<file path="config.mk">
export PLATFORM = sky130hd
export DESIGN_NAME = zebra_pattern_generator
export DESIGN_NICKNAME = d
export VERILOG_FILES = /design/src/rtl/zebra_pattern_generator.sv
export SDC_FILE = /design/constraint.sdc
export NUM_CORES = 1
export LEC_CHECK = 0
export ABC_CLOCK_PERIOD_IN_PS = 3300
export BUFFER_PORTS_ARGS = -buffer_cell sky130_fd_sc_hd__buf_2
export CORE_ASPECT_RATIO = 1.25
export CORE_MARGIN = 2
export CORE_UTILIZATION = 40
export CTS_CLUSTER_DIAMETER = 40
export DETAILED_ROUTE_END_ITERATION = 8
export PLACE_DENSITY = 0.57
export SYNTH_ARGS = -nofsm -noshare
export SYNTH_HDL_FRONTEND = slang
export SYNTH_SLANG_ARGS = --single-unit
</file>
<file path="constraint.sdc">
create_clock -name clk -period 3.3 [get_ports clk]
set_input_delay 0.33 -clock clk [delete_from_list [all_inputs] [get_ports clk]]
set_output_delay 0.33 -clock clk [all_outputs]
set_load 0.05 [all_outputs]
</file>
<file path="src/rtl/zebra_pattern_generator.sv">
// rtl/zebra_pattern_generator.sv - Raster pixel source with a programmable band of white/black stripes on gray
module zebra_pattern_generator #(
    parameter int           IMG_WIDTH   = 320,
    parameter int           IMG_HEIGHT  = 240,
    parameter int           W           = 8,
    parameter logic [W-1:0] WHITE_LEVEL = 8'd230,
    parameter logic [W-1:0] BLACK_LEVEL = 8'd20,
    parameter logic [W-1:0] GRAY_LEVEL  = 8'd128,
    parameter int           HW          = $clog2(IMG_HEIGHT + 1)
) (
    input  logic          clk,
    input  logic          rst,
    input  logic          start,
    input  logic [HW-1:0] cfg_start_row,
    input  logic [HW-1:0] cfg_stripe_height,
    input  logic [HW-1:0] cfg_num_stripes,
    input  logic          cfg_continuous,
    output logic          y_valid,
    input  logic          y_ready,
    output logic [W-1:0]  y_data,
    output logic          y_sof,
    output logic          y_eol,
    output logic          busy,
    output logic          frame_done
);
    localparam int            XW     = (IMG_WIDTH > 1) ? $clog2(IMG_WIDTH) : 1;
    localparam logic [XW-1:0] X_LAST = XW'(IMG_WIDTH - 1);
    localparam logic [HW-1:0] Y_LAST = HW'(IMG_HEIGHT - 1);

    typedef enum logic {
        S_IDLE,
        S_RUN
    } state_t;

    state_t state, state_next;

    logic [XW-1:0] x;
    logic [HW-1:0] y;
    logic [HW-1:0] srow;
    logic [HW-1:0] k;
    logic [HW-1:0] lat_start;
    logic [HW-1:0] lat_h;
    logic [HW-1:0] lat_num;

    logic          fire;
    logic          row_end;
    logic          last_pix;
    logic          in_band;
    logic          load;
    logic [HW-1:0] cfg_h_eff;
    logic [XW-1:0] step_x;
    logic [HW-1:0] step_y;
    logic [HW-1:0] step_srow;
    logic [HW-1:0] step_k;

    // A row is striped while it is at/after the band start and the stripe index has not run out.
    function automatic logic [W-1:0] row_value(input logic [HW-1:0] row,
                                               input logic [HW-1:0] idx,
                                               input logic [HW-1:0] first,
                                               input logic [HW-1:0] count);
        if ((row >= first) && (idx < count))
            return idx[0] ? BLACK_LEVEL : WHITE_LEVEL;
        return GRAY_LEVEL;
    endfunction

    assign y_valid = (state == S_RUN);
    assign busy    = (state == S_RUN);

    always_comb begin
        fire      = (state == S_RUN) && y_ready;
        row_end   = (x == X_LAST);
        last_pix  = row_end && (y == Y_LAST);
        in_band   = (y >= lat_start) && (k < lat_num);
        load      = ((state == S_IDLE) && start) || (fire && last_pix && cfg_continuous);
        cfg_h_eff = (cfg_stripe_height == '0) ? HW'(1) : cfg_stripe_height;
        step_x    = row_end ? '0 : x + 1'b1;
        step_y    = row_end ? y + 1'b1 : y;
        step_srow = srow;
        step_k    = k;
        if (row_end && in_band) begin
            if (srow == lat_h - 1'b1) begin
                step_srow = '0;
                step_k    = k + 1'b1;
            end else begin
                step_srow = srow + 1'b1;
            end
        end
    end

    always_ff @(posedge clk) begin
        if (rst)
            state <= S_IDLE;
        else
            state <= state_next;
    end

    always_comb begin
        state_next = state;
        case (state)
            S_IDLE:  if (start) state_next = S_RUN;
            S_RUN:   if (fire && last_pix && !cfg_continuous) state_next = S_IDLE;
            default: state_next = S_IDLE;
        endcase
    end

    // The pixel register always holds the beat being presented; it only moves on a handshake or a (re)latch.
    always_ff @(posedge clk) begin
        if (rst) begin
            x          <= '0;
            y          <= '0;
            srow       <= '0;
            k          <= '0;
            lat_start  <= '0;
            lat_h      <= '0;
            lat_num    <= '0;
            y_data     <= '0;
            y_sof      <= 1'b0;
            y_eol      <= 1'b0;
            frame_done <= 1'b0;
        end else begin
            frame_done <= fire && last_pix;
            if (load) begin
                x         <= '0;
                y         <= '0;
                srow      <= '0;
                k         <= '0;
                lat_start <= cfg_start_row;
                lat_h     <= cfg_h_eff;
                lat_num   <= cfg_num_stripes;
                y_data    <= row_value('0, '0, cfg_start_row, cfg_num_stripes);
                y_sof     <= 1'b1;
                y_eol     <= (X_LAST == '0);
            end else if (fire) begin
                if (last_pix) begin
                    y_sof <= 1'b0;
                    y_eol <= 1'b0;
                end else begin
                    x      <= step_x;
                    y      <= step_y;
                    srow   <= step_srow;
                    k      <= step_k;
                    y_data <= row_value(step_y, step_k, lat_start, lat_num);
                    y_sof  <= 1'b0;
                    y_eol  <= (step_x == X_LAST);
                end
            end
        end
    end
endmodule

</file>
==> results.md <==
- Die H: 118 um
- Post-DP HPWL: 7890 um
- CTS max path bufs: 2
- Final setup viols: 0
- Initial Util: 0.413
- Initial antenna violation count: 0
- P per Cell Area: 372 nW/um^2
- Worst Tran Pin Value: 0.779 ns
- Cts bufs inserted: 9
- Worst Setup SP: lat_h[5]$_SDFFE_PP0P_
- GP Congestion: 0.824
- IO Pins: 42
- Number of synthesized flops with an enable pin: 0
- Area Growth Syn to Fin: 28.9%
- Crit-path max FO: 7
- I/O Buffers: 39
- Cells on Worst Hold Path: 3
- Relative slew margins: 0.480
- Mapped Area: 4170 um^2
- Crit path DAT: roughly 3.5 ns
- Setup crit end kind: flip-flop
- Static Leak: between 2 and 2.5 nW
- Via density: 5.19
- RSZ-0062 raised after global routing: yes
- Slew Viols, Final: 0
- Fin util: 0.532
- CTS clk-pin slew, worst paths: 0.05 ns
- Overall Power: 2.00 mW
- R2R depth: 15
- Maximum vdd drop: approximately 290 uV
- Most frequent cell after synthesis: nor2_1
- # rows: 41
- DR WL/cell: 14.3 um
- Ant diodes: 0
- Ys async rst share: 0
- Period utilization: 0.987
- Core footprint: slightly above 10000 um^2
- Nets: 668
- CTS Root Cell: clkbuf_16
- Total number of vias: 3823
- Max-capacitance violation count: 0
- Switching Share: 0.272
- Hold endpoint: lat_h[5]$_SDFFE_PP0P_
- Hold_sp: cfg_stripe_height[5]
- Vias in the first global route: 3681
- Die W: 95.4 um
- H-tree Lvls: 3
- Reg-to-Reg Start: lat_h[5]$_SDFFE_PP0P_
- Largest net degree at the start of global routing: 41
- Synthesized area per cell: 8.18 um^2
- Final WL: 10500 um
- Hold Crit Class: input port to flip-flop
- Outcome: complete, no violations
- Internal: approximately 1.5 mW
- Reg-to-Reg End: y_data[7]$_SDFFE_PP0P_
- Synth Register Bits: 65
- Placed instance area: 4890 um^2
- Post-synth top area cell: dfxtp_1
- Clock Latency Late Sink: 0.33 ns
- Sw Pwr: 543 uW
- Logic pwr share: 0.156
- Commonest cells in the netlist: nor2_1 (82), dfxtp_1 (65), nand2_1 (37)
- Part of the power in the clock network: 0.432
- R2R Setup Slk: roughly 0.042 ns
- First-pass GRT wire length: 17400 um
- Syn Inst Count: 510
- Fraction of power consumed by sequential logic: 0.412
- Top_reg_cell synth: dfxtp_1
- CTS sink cnt: 65
- Gr ovfl total: 0
- 1st-pass router iterations: 4
- Layout cell share with drive strength beyond 1: 0.295
- CTS tree: yes
- GRT Total Usage: 0.197
- Final Cell Area: 5380 um^2
- Largest cells by area after synthesis: dfxtp_1 (31%), ha_1 (11%), nor2_1 (7.4%)
- Endpoints failing hold: 0
- Routed Antenna Nets: 0
- Fmax: 307 MHz
- Part of the Yosys area used for sequential elements: 0.312
- DRT iter0 DRCs: 195
- Crit Path Category: flip-flop to flip-flop
- Post-synthesis cell type count: 57
- Yosys warning count: 0
- Minimum clock period: 3.26 ns
- Die ar.: 11300 um^2
- Final Skew: around 0.0075 ns
- Synth top area share: 0.312
- DRC errors left: 0
- CP required: approximately 3.5 ns
- Crit path launch type: flip-flop
[state kept, by name, summed over array words and instances (netlist names), 4 cells and up]
name / cells
x: 9
k: 8
lat_h: 8
lat_num: 8
lat_start: 8
srow: 8
y: 8
y_data: 4
[how the worst max path moves through the flow]
stage / endpoint / depth (start not counted) / slack, ns
5_1_grt: y_data[7]$_SDFFE_PP0P_ / 18 / -0.14
3_5_place_dp: y_data[7]$_SDFFE_PP0P_ / 18 / -0.21
3_3_place_gp: y_data[7]$_SDFFE_PP0P_ / 18 / -0.08
2_1_floorplan: y_data[7]$_SDFFE_PP0P_ / 18 / -0.09
6_report: y_data[7]$_SDFFE_PP0P_ / 15 / 0.04
4_1_cts: y_data[7]$_SDFFE_PP0P_ / 19 / -0.009
[critical path, stage by stage (launching register included)]
cell       delay [ns]
dfxtp_1          0.35
nor4_4           0.39
o2111ai_1        0.17
o211a_1          0.18
nor4_4           0.29
buf_6            0.17
nand2_4          0.05
xnor2_2          0.12
ha_1             0.30
a211oi_2         0.23
nor2_1           0.07
nor3_1           0.17
and3_1           0.20
o31a_1           0.19
nand3b_1         0.11
and3_1           0.17
[area by class of cell]
class                      instances  area [um^2]
clock buffer                      11          243
timing repair buffer             107          713
inverter                          23         86.3
clock inverter                     4         20.0
fill                             952         4730
sequential                        65         1310
tap                              129          161
multi-input combinational        397         2840
[logic make-up (layout without fill, tap and decap cells)]
group | after synthesis | after routing | synth area share
other cells | 1 | 2 | 0.000898
simple gates | 225 | 225 | 0.279
xor+xnor | 39 | 39 | 0.0818
mux | 17 | 17 | 0.0414
fa+ha+maj | 36 | 36 | 0.108
compound gates | 78 | 78 | 0.116
buf+inv | 49 | 145 | 0.0605
flops | 65 | 65 | 0.312
[placed cells by master, fill, tap and decap left out, drive strengths merged, types with 4 or more instances in the layout]
cell,n
ha,36
buf,107
a21oi,33
nor2,84
mux2i,15
clkinv,4
o21ai,17
xnor2,27
nand3,21
nor4,10
xor2,12
nor2b,9
dfxtp,65
or3,11
nor3,15
a211oi,6
inv,23
nand2b,4
and3,8
nand4,11
clkbuf,11
nand2,37
[power groups by stage]
| stage | clock network (mW) | logic [mW] | registers, mW |
|---|---|---|---|
| floorplan | 0 | 0.180 | 0.852 |
| global placement | 0 | 0.283 | 0.839 |
| detailed placement | 0 | 0.287 | 0.840 |
| CTS | 0.890 | 0.297 | 0.823 |
| global route | 0.911 | 0.345 | 0.826 |
| finish | 0.864 | 0.311 | 0.824 |
[per-layer routing]
metal	track usage	wire, um	share of wire	up-vias
li1	-	-	-	1956
met1	0.257	4790	0.45	1782
met2	0.318	5160	0.49	71
met3	0.0389	440	0.042	14
met4	0.0697	153	0.015	0
met5	0	0	0	-
[stage by stage]
step | cells | hold WS (ns) | worst slack, ns | setup TNS, ns
after floorplan | 511 | 0.469 | -0.0943 | -0.135
after global placement | 717 | 0.438 | -0.0764 | -0.168
after detailed placement | 717 | 0.449 | -0.209 | -0.562
after CTS | 734 | 0.235 | -0.00907 | -0.00907
after global routing | 736 | 0.255 | -0.138 | -0.469
final | 736 | 0.246 | 0.0419 | 0
[timing repair]
| item | CTS | global route |
|---|---|---|
| pin swaps | 10 | 12 |
| resized for setup | 9 | 30 |
| hold buffers | 0 | 0 |
| endpoints found under the setup margin | 4 | 4 |
| setup buffers | 3 | 3 |
Power figures use the tool's default switching activity.
